File: config.mk
export PLATFORM = sky130hd
export DESIGN_NAME = uart_rx_fifo_flat
export DESIGN_NICKNAME = d
export VERILOG_FILES = /design/src/rtl/uart_rx_fifo_pkg.sv /design/src/rtl/uart_rx_fifo_if.sv /design/src/rtl/uart_rx_fifo_sync_fifo.sv /design/src/rtl/uart_rx_fifo.sv /design/src/flat_wrapper.sv
export SDC_FILE = /design/constraint.sdc
export NUM_CORES = 1
export LEC_CHECK = 0
export CAP_MARGIN = 20
export CORE_MARGIN = 3
export CORE_UTILIZATION = 45
export DETAILED_ROUTE_END_ITERATION = 8
export PLACE_DENSITY_LB_ADDON = 0.12
export SETUP_SLACK_MARGIN = 0.4
export SLEW_MARGIN = 20
export SYNTH_ARGS = -nofsm -noshare
export SYNTH_HDL_FRONTEND = slang
export SYNTH_SLANG_ARGS = --single-unit
File: constraint.sdc
create_clock -name clk_i -period 6.5 [get_ports clk_i]
set_input_delay 1.625 -clock clk_i [delete_from_list [all_inputs] [get_ports clk_i]]
set_output_delay 1.625 -clock clk_i [all_outputs]
set_load 0.05 [all_outputs]
File: src/rtl/uart_rx_fifo_pkg.sv
// uart_pkg: shared types and constants for the parametrised UART receiver
//   rx_state_t      receiver FSM states
//   parity_t        decoded parity mode
//   UART_MIN_BAUD_DIV smallest usable bit period minus one
package uart_pkg;
  localparam int UART_MIN_BAUD_DIV = 7;
  typedef enum logic [2:0] {IDLE, START, DATA, PARITY, STOP1, STOP2} rx_state_t;
  typedef enum logic [1:0] {PAR_NONE, PAR_EVEN, PAR_ODD} parity_t;
  function automatic parity_t decode_parity(input logic [1:0] p);
    return p == 2'd1 ? PAR_EVEN : p == 2'd2 ? PAR_ODD : PAR_NONE;
  endfunction
endpackage

File: src/rtl/uart_rx_fifo_if.sv
// uart_rx_fifo_if: consumer-side stream of received words plus FIFO status
//   data_o/perr_o/ferr_o  head word and its error flags
//   vld_o/rdy_i           pop handshake
//   ovr_o/ovr_clr_i       sticky overrun flag and its clear
//   level_o               FIFO occupancy
interface uart_rx_fifo_if #(
  parameter int DATA_W     = 8,
  parameter int FIFO_DEPTH = 16
);
  localparam int LW = $clog2(FIFO_DEPTH) + 1;
  logic [DATA_W-1:0] data_o;
  logic              perr_o;
  logic              ferr_o;
  logic              vld_o;
  logic              rdy_i;
  logic              ovr_o;
  logic              ovr_clr_i;
  logic [LW-1:0]     level_o;
  modport master (output data_o, perr_o, ferr_o, vld_o, ovr_o, level_o, input rdy_i, ovr_clr_i);
  modport slave (input data_o, perr_o, ferr_o, vld_o, ovr_o, level_o, output rdy_i, ovr_clr_i);
endinterface

File: src/rtl/uart_rx_fifo_sync_fifo.sv
// sync_fifo: show-ahead synchronous FIFO with occupancy count
//   push_i/din_i   write; ignored when full unless a pop happens the same cycle
//   pop_i/dout_o   pop; dout_o shows the head word, zero when empty
//   full_o/empty_o/level_o  status
module sync_fifo #(
  parameter int W     = 8,
  parameter int DEPTH = 16
) (
  input  logic                       clk_i,
  input  logic                       rst_i,
  input  logic                       push_i,
  input  logic [W-1:0]               din_i,
  input  logic                       pop_i,
  output logic [W-1:0]               dout_o,
  output logic                       full_o,
  output logic                       empty_o,
  output logic [$clog2(DEPTH):0]     level_o
);
  localparam int AW = $clog2(DEPTH);
  logic [W-1:0]  mem [DEPTH];
  logic [AW-1:0] wr_ptr_q, wr_ptr_d, rd_ptr_q, rd_ptr_d;
  logic [AW:0]   level_q, level_d;
  logic          wr_en, rd_en;
  always_comb begin
    full_o   = level_q == (AW+1)'(DEPTH);
    empty_o  = level_q == '0;
    rd_en    = pop_i & ~empty_o;
    // a pop frees the slot the simultaneous push lands in
    wr_en    = push_i & (~full_o | rd_en);
    wr_ptr_d = wr_en ? wr_ptr_q + AW'(1) : wr_ptr_q;
    rd_ptr_d = rd_en ? rd_ptr_q + AW'(1) : rd_ptr_q;
    level_d  = level_q + (AW+1)'(wr_en) - (AW+1)'(rd_en);
    dout_o   = empty_o ? '0 : mem[rd_ptr_q];
    level_o  = level_q;
  end
  always_ff @(posedge clk_i or posedge rst_i) begin
    if (rst_i) begin
      wr_ptr_q <= '0;
      rd_ptr_q <= '0;
      level_q  <= '0;
    end else begin
      wr_ptr_q <= wr_ptr_d;
      rd_ptr_q <= rd_ptr_d;
      level_q  <= level_d;
    end
  end
  always_ff @(posedge clk_i) begin
    if (wr_en) mem[wr_ptr_q] <= din_i;
  end
endmodule

File: src/rtl/uart_rx_fifo.sv
// uart_rx_fifo: UART receiver with runtime frame format and buffered output
//   clk_i/rst_i   clock, asynchronous active-high reset
//   rx_i          serial input, idle high
//   baud_div_i    bit period minus 1 in clk_i cycles
//   data_bits_i   data bits per frame, out-of-range clamps to DATA_W
//   parity_i      0/3 none, 1 even, 2 odd
//   stop2_i       check a second stop bit
//   busy_o        receiver is inside a frame
//   bus           received-word stream, overrun flag and FIFO level
// UART_RX_MAJORITY_EN: bit decisions use a 2-of-3 vote around mid-bit
module uart_rx_fifo
  import uart_pkg::*;
#(
  parameter int DATA_W      = 8,
  parameter int FIFO_DEPTH  = 16,
  parameter int SYNC_STAGES = 2
) (
  input  logic               clk_i,
  input  logic               rst_i,
  input  logic               rx_i,
  input  logic [31:0]        baud_div_i,
  input  logic [3:0]         data_bits_i,
  input  logic [1:0]         parity_i,
  input  logic               stop2_i,
  output logic               busy_o,
  uart_rx_fifo_if.master     bus
);
  logic [SYNC_STAGES-1:0] sync_q, sync_d;
  logic                   rx_prev_q, rx_prev_d;
  rx_state_t              state_q, state_d;
  logic [31:0]            cnt_q, cnt_d;
  logic [3:0]             bcnt_q, bcnt_d;
  logic [DATA_W-1:0]      sh_q, sh_d;
  logic [31:0]            baud_q, baud_d;
  logic [3:0]             nbits_q, nbits_d;
  parity_t                par_q, par_d;
  logic                   stop2_q, stop2_d;
  logic                   perr_q, perr_d;
  logic                   ferr_q, ferr_d;
  logic                   busy_q, busy_d;
  logic                   ovr_q, ovr_d;
`ifdef UART_RX_MAJORITY_EN
  logic [1:0]             smp_q, smp_d;
`else
  logic                   smp_q, smp_d;
`endif
  logic                   rx_s, bit_v, tick, push, pop;
  logic [31:0]            dec_pt;
  logic [3:0]             nb;
  logic [DATA_W+1:0]      wdata, fifo_dout;
  logic                   fifo_full, fifo_empty;
  assign rx_s = sync_q[SYNC_STAGES-1];
  assign pop  = bus.vld_o & bus.rdy_i;
  sync_fifo #(.W(DATA_W + 2), .DEPTH(FIFO_DEPTH)) u_fifo (
    .clk_i   (clk_i),
    .rst_i   (rst_i),
    .push_i  (push),
    .din_i   (wdata),
    .pop_i   (pop),
    .dout_o  (fifo_dout),
    .full_o  (fifo_full),
    .empty_o (fifo_empty),
    .level_o (bus.level_o)
  );
  assign bus.vld_o = ~fifo_empty;
  assign {bus.perr_o, bus.ferr_o, bus.data_o} = fifo_dout;
  assign bus.ovr_o = ovr_q;
  assign busy_o    = busy_q;
  always_comb begin
    sync_d    = {sync_q[SYNC_STAGES-2:0], rx_i};
    rx_prev_d = rx_s;
    state_d   = state_q;
    cnt_d     = cnt_q + 32'd1;
    bcnt_d    = bcnt_q;
    sh_d      = sh_q;
    baud_d    = baud_q;
    nbits_d   = nbits_q;
    par_d     = par_q;
    stop2_d   = stop2_q;
    perr_d    = perr_q;
    ferr_d    = ferr_q;
    push      = 1'b0;
    nb        = (data_bits_i < 4'd5 || data_bits_i > 4'(DATA_W)) ? 4'(DATA_W) : data_bits_i;
    // every bit resolves one cycle past mid: START counts from the edge, later bits
    // count whole periods from the previous decision
    dec_pt    = state_q == START ? (baud_q >> 1) + 32'd1 : baud_q;
    tick      = cnt_q == dec_pt;
`ifdef UART_RX_MAJORITY_EN
    smp_d     = {smp_q[0], rx_s};
    bit_v     = (smp_q[1] & smp_q[0]) | (smp_q[1] & rx_s) | (smp_q[0] & rx_s);
`else
    smp_d     = rx_s;
    bit_v     = smp_q;
`endif
    case (state_q)
      IDLE: begin
        cnt_d = '0;
        if (rx_prev_q & ~rx_s) begin
          state_d = START;
          bcnt_d  = '0;
          sh_d    = '0;
          perr_d  = 1'b0;
          ferr_d  = 1'b0;
          baud_d  = baud_div_i < UART_MIN_BAUD_DIV ? 32'(UART_MIN_BAUD_DIV) : baud_div_i;
          nbits_d = nb;
          par_d   = decode_parity(parity_i);
          stop2_d = stop2_i;
        end
      end
      START: if (tick) begin
        state_d = bit_v ? IDLE : DATA;
        cnt_d   = '0;
      end
      DATA: if (tick) begin
        cnt_d  = '0;
        sh_d   = sh_q | (DATA_W'(bit_v) << bcnt_q);
        bcnt_d = bcnt_q + 4'd1;
        if (bcnt_q == nbits_q - 4'd1) state_d = par_q == PAR_NONE ? STOP1 : PARITY;
      end
      PARITY: if (tick) begin
        cnt_d   = '0;
        perr_d  = ^sh_q ^ bit_v ^ (par_q == PAR_ODD);
        state_d = STOP1;
      end
      STOP1: if (tick) begin
        cnt_d   = '0;
        ferr_d  = ferr_q | ~bit_v;
        push    = ~stop2_q;
        state_d = stop2_q ? STOP2 : IDLE;
      end
      STOP2: if (tick) begin
        cnt_d   = '0;
        ferr_d  = ferr_q | ~bit_v;
        push    = 1'b1;
        state_d = IDLE;
      end
      default: state_d = IDLE;
    endcase
    wdata  = {perr_q, ferr_d, sh_q};
    busy_d = state_d != IDLE;
    // a drop wins over a same-cycle clear
    ovr_d  = (push & fifo_full & ~pop) | (ovr_q & ~bus.ovr_clr_i);
  end
  always_ff @(posedge clk_i or posedge rst_i) begin
    if (rst_i) begin
      sync_q    <= '1;
      rx_prev_q <= 1'b1;
      smp_q     <= '1;
      state_q   <= IDLE;
      cnt_q     <= '0;
      bcnt_q    <= '0;
      sh_q      <= '0;
      baud_q    <= '0;
      nbits_q   <= '0;
      par_q     <= PAR_NONE;
      stop2_q   <= 1'b0;
      perr_q    <= 1'b0;
      ferr_q    <= 1'b0;
      busy_q    <= 1'b0;
      ovr_q     <= 1'b0;
    end else begin
      sync_q    <= sync_d;
      rx_prev_q <= rx_prev_d;
      smp_q     <= smp_d;
      state_q   <= state_d;
      cnt_q     <= cnt_d;
      bcnt_q    <= bcnt_d;
      sh_q      <= sh_d;
      baud_q    <= baud_d;
      nbits_q   <= nbits_d;
      par_q     <= par_d;
      stop2_q   <= stop2_d;
      perr_q    <= perr_d;
      ferr_q    <= ferr_d;
      busy_q    <= busy_d;
      ovr_q     <= ovr_d;
    end
  end
endmodule

File: src/flat_wrapper.sv
// flat-port wrapper written by rule: the top's interface ports become plain ports
module uart_rx_fifo_flat import uart_pkg::*;
#(
  parameter int DATA_W      = 8,
  parameter int FIFO_DEPTH  = 16,
  parameter int SYNC_STAGES = 2
)
  (clk_i, rst_i, rx_i, baud_div_i, data_bits_i, parity_i, stop2_i, busy_o, bus_data_o, bus_perr_o, bus_ferr_o, bus_vld_o, bus_ovr_o, bus_level_o, bus_rdy_i, bus_ovr_clr_i);
  uart_rx_fifo_if #(.DATA_W(DATA_W), .FIFO_DEPTH(FIFO_DEPTH)) bus_i ();
  input  logic clk_i;
  input  logic rst_i;
  input  logic rx_i;
  input  logic [31:0] baud_div_i;
  input  logic [3:0] data_bits_i;
  input  logic [1:0] parity_i;
  input  logic stop2_i;
  output logic busy_o;
  output wire logic [$bits(bus_i.data_o)-1:0] bus_data_o;
  output wire logic [$bits(bus_i.perr_o)-1:0] bus_perr_o;
  output wire logic [$bits(bus_i.ferr_o)-1:0] bus_ferr_o;
  output wire logic [$bits(bus_i.vld_o)-1:0] bus_vld_o;
  output wire logic [$bits(bus_i.ovr_o)-1:0] bus_ovr_o;
  output wire logic [$bits(bus_i.level_o)-1:0] bus_level_o;
  input wire logic [$bits(bus_i.rdy_i)-1:0] bus_rdy_i;
  input wire logic [$bits(bus_i.ovr_clr_i)-1:0] bus_ovr_clr_i;
  assign bus_data_o = bus_i.data_o;
  assign bus_perr_o = bus_i.perr_o;
  assign bus_ferr_o = bus_i.ferr_o;
  assign bus_vld_o = bus_i.vld_o;
  assign bus_ovr_o = bus_i.ovr_o;
  assign bus_level_o = bus_i.level_o;
  assign bus_i.rdy_i = bus_rdy_i;
  assign bus_i.ovr_clr_i = bus_ovr_clr_i;
  uart_rx_fifo #(.DATA_W(DATA_W), .FIFO_DEPTH(FIFO_DEPTH), .SYNC_STAGES(SYNC_STAGES)) u_core (.clk_i(clk_i), .rst_i(rst_i), .rx_i(rx_i), .baud_div_i(baud_div_i), .data_bits_i(data_bits_i), .parity_i(parity_i), .stop2_i(stop2_i), .busy_o(busy_o), .bus(bus_i));
endmodule
==> results.md, run 1 <==
- # clock sinks: 266
- Final period util: 88.60%
- Placeable Area: 29010 sq um
- Grt total ovfl: 0
- Clock buffer count from CTS: 28
- Share of Yosys cell area claimed by the top area cell type: 35.96%
- Skew final: 0.03274 ns
- Die W: 178.3 microns
- Mapped cell area: roughly 13000 sq um
- Worst Tran Pin Value: 0.9943 ns
- Slew headroom: 33.47%
- Layout net count: 1225
- RePlAce Congestion: 0.9660
- Final instance area: 15460 sq um
- Seq pwr share: 39.6%
- Setup CP Type: register to register
- Routed Antenna Nets: 0
- Number of synthesized register bits: 266
- Sw Ratio: 33.73%
- Final setup violation count: 0
- Seq/Total Area, Yosys: 55.84%
- Maximum clock frequency: 173.6 MHz
- Comb power frac: about 29%
- Area leader, netlist: edfxtp_1
- Overall Global Routing Usage: around 22%
- Post-CTS setup buffers: 0
- Hpwl dp: 23.33 mm
- Primary FF master, synth: edfxtp_1
- Critical path capture point type: register
- Fraction of registers with async set/reset: 39.85%
- Critical Path Source Type: register
- DIE HEIGHT: between 150 and 200 microns
- Clock buffer depth: 3
- Placed Area: 14310 sq um
- Final hold viol count: 0
- Vias in the first global route: 8784
- Final core utilization: 53.28%
- Detailed Route WL: between 30 and 40 mm
- First-pass GRT wire length: 52.72 mm
- Synth Instances: 1128
- Cts hold-fix bufs: 0
- CTS H-tree lvls: 1
- DRT iter0 DRCs: 941
- Max IR drop VDD: 0.0002257 V
- Status: finished, final reports clean
- DRC violation count after routing: 0
- Die ar.: ~32000 sq um
- Pre-CTS setup slack: 0.7915 ns
- Final Power: 5.843 mW
- Post-CTS sizing: 0
- Vias: 9124
- Worst setup margin: ~0.74 ns
- Layout area overhead: 15.69%
- Crit path DAT: between 6 and 7 ns
- Std-Cell Rows: 62
- Critical Path RT: 6.92 ns
- EDFF count, synth: 160
- Share of total power in the clock network: 31.5%
- Vias per cell: approximately 5.8
- IO buf count: 61
- Critical-path maximum fanout: 16
- Post-route minimum period: 5.759 ns
- Post-Syn Nets: 1191
- Count of different cell masters after synthesis: 77
- Max_cap viols: 0
- Clock transition at path regs: 0.06 ns
- Initial Util: 46.05%
- Clk_lat worst skew: 0.57 ns
- # diodes: 0
- TNS Setup: 0 ns
- RSZ-0062 raised after global routing: false
- Fraction of layout cells with a size suffix above 1: a little over an eighth
- Worst Hold Class: register to register
- First-pass iteration count of the detailed router: 5
- Reg-to-reg setup timing slack: 0.74 ns
- Syn Area/Cell: 11.85 sq um
- Root Buffer: clkbuf_16
- Max-slew violation count: 0
- Lkg Pwr: 5.402 nW
- Pwr/cell area: approximately 380 nW/um^2
- YS warnings: 0
- Initial antenna violation count: 0
- CTS tree: done
- Largest cells by area after synthesis: edfxtp_1, dfrtp_1, mux4_2, xnor2_1, nand2_1
- Internal Power: a little under 4 mW
- Largest net degree at the start of global routing: 59
- Wire per inst: around 22 microns
- IO Count: 62
- Net load switching power: 1.971 mW
## synthesized netlist by cell type, types with 4 or more instances
library cell	count
o32ai_1	5
a221oi_1	5
edfxtp_1	160
nor2b_1	24
nand4_1	20
nand2b_1	6
o31ai_1	5
nor4_1	22
buf_1	13
buf_4	4
nand3b_1	6
xor2_1	25
a21oi_1	27
nand2_1	134
a21o_1	5
o22a_1	4
clkbuf_1	55
dfrtp_1	103
nor3b_1	6
mux2i_1	7
buf_2	12
nand3_1	54
xnor2_1	66
or4_1	5
ha_1	18
or3_1	5
a31oi_1	5
nor3_1	17
mux4_2	50
o21ai_0	36
nor2_1	87
and4_1	6
and3_1	10
o41ai_1	4
o22ai_1	6
mux2_2	5
inv_1	46
## layout by cell type (no fill, tap or decap), types with 7 or more instances in the layout
master,count
and3_1,9
edfxtp_1,160
xor2_1,25
dfrtp_1,101
nand2_1,134
nor4_1,20
nor2b_1,24
nor2_1,87
ha_1,18
clkdlybuf4s50_1,61
a21oi_1,26
inv_1,45
buf_4,27
xnor2_1,66
nor3_1,17
o21ai_0,36
nand4_1,20
clkbuf_16,28
nand3_1,53
mux4_2,50
mux2i_1,7
bufinv_16,9
## logic make-up (layout without fill, tap and decap cells)
logic type	after synthesis	after routing	share of synthesized area (%)
AOI/OAI and AO/OA	140	140	7.285
DFF	266	266	55.84
adders and majority gates	19	19	1.835
and+or+nand+nor	417	417	15.54
muxes	63	63	9.486
xor gates and xnor gates	91	91	5.965
buffers and inverters	132	188	4.045
## final cells by class
| type | instances | area, sq um |
|---|---|---|
| fill | 2553 | 13550 |
| sequential | 266 | 7463 |
| multi-input combinational | 730 | 5393 |
| timing repair buffer | 90 | 868.3 |
| clock buffer | 29 | 704.4 |
| tap | 384 | 480.5 |
| clock inverter | 23 | 374.1 |
| inverter | 46 | 175.2 |
## critical path, stage by stage (launching register included)
cell,delay [ns]
dfrtp_1,0.50
ha_1,0.30
nand4_4,0.21
or4_1,0.77
nor4_4,0.36
nor3_1,0.11
a2111oi_2,0.37
nand4_1,0.14
or4_1,0.56
or2_1,0.25
buf_4,0.19
or3_1,0.48
ha_1,0.32
inv_1,0.05
ha_1,0.15
inv_1,0.05
fa_1,0.39
inv_1,0.07
a21oi_1,0.07
nor2_1,0.09
nor2_1,0.05
xnor2_1,0.12
## power by group through the flow
stage          Clock, mW  Combinational, mW  Sequential, mW
2_1_floorplan          0               1.39            2.11
6_report            1.84               1.69            2.31
4_1_cts             1.88               1.64            2.34
3_3_place_gp           0               1.64            2.37
3_5_place_dp           0               1.63            2.37
5_1_grt             1.94               1.83            2.35
## per-stage QoR
stage                     cells  hold WS [ns]
final                      1568        0.3572
after CTS                  1566        0.3577
after global routing       1568        0.3633
after floorplan            1128        0.3452
after global placement     1514        0.3478
after detailed placement   1514        0.3484
## state kept, by name (all words and copies together), names as in the netlist, 3 cells and up
name	count
u_core.baud_q	32
u_core.bcnt_q	4
u_core.cnt_q	32
u_core.nbits_q	4
u_core.sh_q	8
u_core.state_q	3
u_core.u_fifo.level_o	5
u_core.u_fifo.mem	160
u_core.u_fifo.rd_ptr_q	4
u_core.u_fifo.wr_ptr_q	4
## final timing paths
kind / from / to / depth (start not counted)
max in group asynchronous: rst_i / u_core.cnt_q[27] / 3
worst min-delay path: u_core.sync_q[0] / u_core.sync_q[1] / 0
worst max-delay path: u_core.baud_q[1] / u_core.u_fifo.level_o[4] / 21
worst max register to register: u_core.baud_q[1] / u_core.u_fifo.level_o[4] / 21
worst min register to register: u_core.sync_q[0] / u_core.sync_q[1] / 0
min in group asynchronous: rst_i / u_core.cnt_q[4] / 2
## per-layer routing
metal	global-route usage (%)	part of all wire, %	wire length, microns	vias up
met1	33.71	48	16180	4578
met3	3.810	7.1	2423	40
met5	0	0	0	-
met4	4.156	1.6	541	0
li1	-	-	-	4193
met2	32.03	44	14820	313
Power figures use the tool's default switching activity.
==> run 2: changes to the inputs <==
==> constraint.sdc (replaced) <==
create_clock -name clk_i -period 7.5 [get_ports clk_i]
set_input_delay 1.875 -clock clk_i [delete_from_list [all_inputs] [get_ports clk_i]]
set_output_delay 1.875 -clock clk_i [all_outputs]
set_load 0.05 [all_outputs]
==> results.md, run 2 (synthesis gave the netlist of run 1 again) <==
- Status: finished, final reports clean
- Final hold viol count: 0
- Max reg flops: between 150 and 200
- Reg area: 7463 sq um
- Crit path DAT: 6.55 ns
- Initial antenna violation count: 0
- CTS tree: done
- RePlAce Congestion: 0.9092
- CTS H-tree lvls: 1
- First-pass GRT wire length: 51.30 mm
- Skew final: 0.02116 ns
- Seq pwr share: 40.9%
- Final period util: slightly above 80%
- Detailed Route WL: 32.52 mm
- Critical Path Source Type: register
- Critical Path RT: 7.95 ns
- Top Registers: u_core.u_fifo.mem (160), u_core.baud_q (32), u_core.cnt_q (32)
- Largest register by flop count: u_core.u_fifo.mem
- Hpwl dp: 22.86 mm
- Largest net degree at the start of global routing: between 50 and 60
- Internal Power: 3.293 mW
- Clock transition at path regs: 0.06 ns
- IO buf count: a little over 60
- Critical path capture point type: register
- Clock buffer count from CTS: 29
- Final core utilization: 52.56%
- Fraction of layout cells with a size suffix above 1: 11.90%
- Area of the multi-input gates: 5391 sq um
- Std-Cell Rows: between 60 and 70
- Hold Path End: u_core.sync_q[1]
- Hold Crit Start: u_core.sync_q[0]
- Initial Util: 46.05%
- WHS Path Cells: 0
- Clk_lat worst skew: 0.57 ns
- DRT iter0 DRCs: 849
- Worst path slowest cell: or3b_1
- Wire per inst: 20.95 microns
- Clock buffer depth: 3
- IO Count: 62
- Setup CP Type: register to register
- Worst Tran Pin Value: between 1 and 1.5 ns
- CP Cell Sequence: or3b_1, nor2_1, a31oi_1, or4b_2, nor4_1, nand4_1, or4_1, or2_1, or3_1, ha_1, inv_1, ha_1, inv_1, fa_1, inv_1, a21oi_1, nor2_1, nor2_1, xnor2_1
- Worst Hold Class: register to register
- Vias in the first global route: 8517
- DIE HEIGHT: 178.3 microns
- Most common cell after layout, fill and taps aside: edfxtp_1
- RSZ-0062 raised after global routing: false
- Vias: 8952
- Most frequent cells in the layout: edfxtp_1, nand2_1, dfrtp_1
- RR Startpoint: u_core.state_q[1]
- Grt total ovfl: 0
- RR Endpoint: u_core.u_fifo.level_o[4]
- Post-CTS setup buffers: 0
- Max incr delay on CP: 0.85 ns
- Layout area overhead: 14.12%
- Maximum clock frequency: 164.0 MHz
- # clock sinks: between 200 and 300
- Post-route minimum period: 6.098 ns
- Placeable Area: 29010 sq um
- Max_cap viols: 0
- Fillcell total: between 2000 and 3000
- DRC violation count after routing: 0
- Layout net count: 1208
- Max IR drop VDD: ~0.00018 V
- Critical-path maximum fanout: 25
- Vias per cell: 5.768
- Max-slew violation count: 0
- Slew headroom: between 20 and 30%
- # diodes: 0
- Post-CTS sizing: 0
- First-pass iteration count of the detailed router: 5
- Die W: 178.3 microns
- Cts hold-fix bufs: 0
- Overall Global Routing Usage: 20.81%
- Die ar.: roughly 32000 sq um
- Share of total power in the clock network: 31.0%
- Root Buffer: clkbuf_16
- Net load switching power: 1.696 mW
- Sw Ratio: around 34%
- Pwr/cell area: roughly 330 nW/um^2
- CP Launch Point: u_core.state_q[1]
- Lkg Pwr: between 5 and 6 nW
- TNS Setup: 0 ns
- Routed Antenna Nets: 0
- R2r worst-path depth: 19
- Final setup violation count: 0
- Reg-to-reg setup timing slack: between 1 and 1.5 ns
- Comb power frac: between 20% and 30%
==> run 2: cell types whose count changed in the layout (fill, tap and decap cells not counted), moves of 2 or more <==
cell / change
buf_16: -2
buf_4: -16
bufinv_16: -3
clkbuf_1: +5
clkbuf_8: +3
clkinv_2: -2
clkinvlp_2: -2
==> run 2: routing by layer <==
layer	GRT usage (%)	vias to the layer above	wire (microns)	part of all wire, %
met1	33.92	4451	15980	49
met4	4.675	0	519	1.6
met2	29.54	314	14010	43
met5	0	-	0	0
met3	2.746	38	2012	6.2
li1	-	4149	-	-
==> run 2: critical path: cells and delay by family, from the launching register on <==
kind / cells / cell delay (ns)
compound gates: 2 / 0.13
xor+xnor: 1 / 0.12
fa+ha+maj: 3 / 0.95
buf+inv: 3 / 0.17
flops: 1 / 0.48
simple gates: 10 / 4.12
==> run 2: worst max path at each step <==
| stage | slack, ns | cells past startpoint | end |
|---|---|---|---|
| 2_1_floorplan | 2.37 | 24 | u_core.u_fifo.level_o[4] |
| 3_3_place_gp | 1.60 | 19 | u_core.u_fifo.level_o[4] |
| 3_5_place_dp | 1.46 | 19 | u_core.u_fifo.level_o[4] |
| 4_1_cts | 1.43 | 19 | u_core.u_fifo.level_o[4] |
| 5_1_grt | 1.04 | 20 | u_core.u_fifo.level_o[4] |
| 6_report | 1.40 | 19 | u_core.u_fifo.level_o[4] |
==> run 2: stage by stage <==
stage	cell area [sq um]	setup WS (ns)	total power, mW	instances	hold WS (ns)
after floorplan	13360	2.375	3.039	1128	0.3452
after global placement	14190	1.595	3.466	1498	0.3484
after detailed placement	14200	1.463	3.463	1498	0.3472
after CTS	15240	1.430	5.018	1552	0.3560
after global routing	15250	1.038	5.239	1552	0.3571
final	15250	1.402	4.989	1552	0.3553
==> run 2: power groups by stage <==
stage / clock network [mW] / registers, mW / logic [mW]
2_1_floorplan: 0 / 1.83 / 1.21
3_3_place_gp: 0 / 2.07 / 1.40
3_5_place_dp: 0 / 2.07 / 1.39
4_1_cts: 1.58 / 2.04 / 1.40
5_1_grt: 1.64 / 2.08 / 1.52
6_report: 1.55 / 2.04 / 1.40
==> run 2: final cells by class <==
cell class                 instances  share of cell area [%]
inverter                          46                   1.149
clock inverter                    16                   1.674
clock buffer                      38                   5.178
sequential                       266                   48.95
tap                              384                   3.151
multi-input combinational        730                   35.36
timing repair buffer              72                   4.546
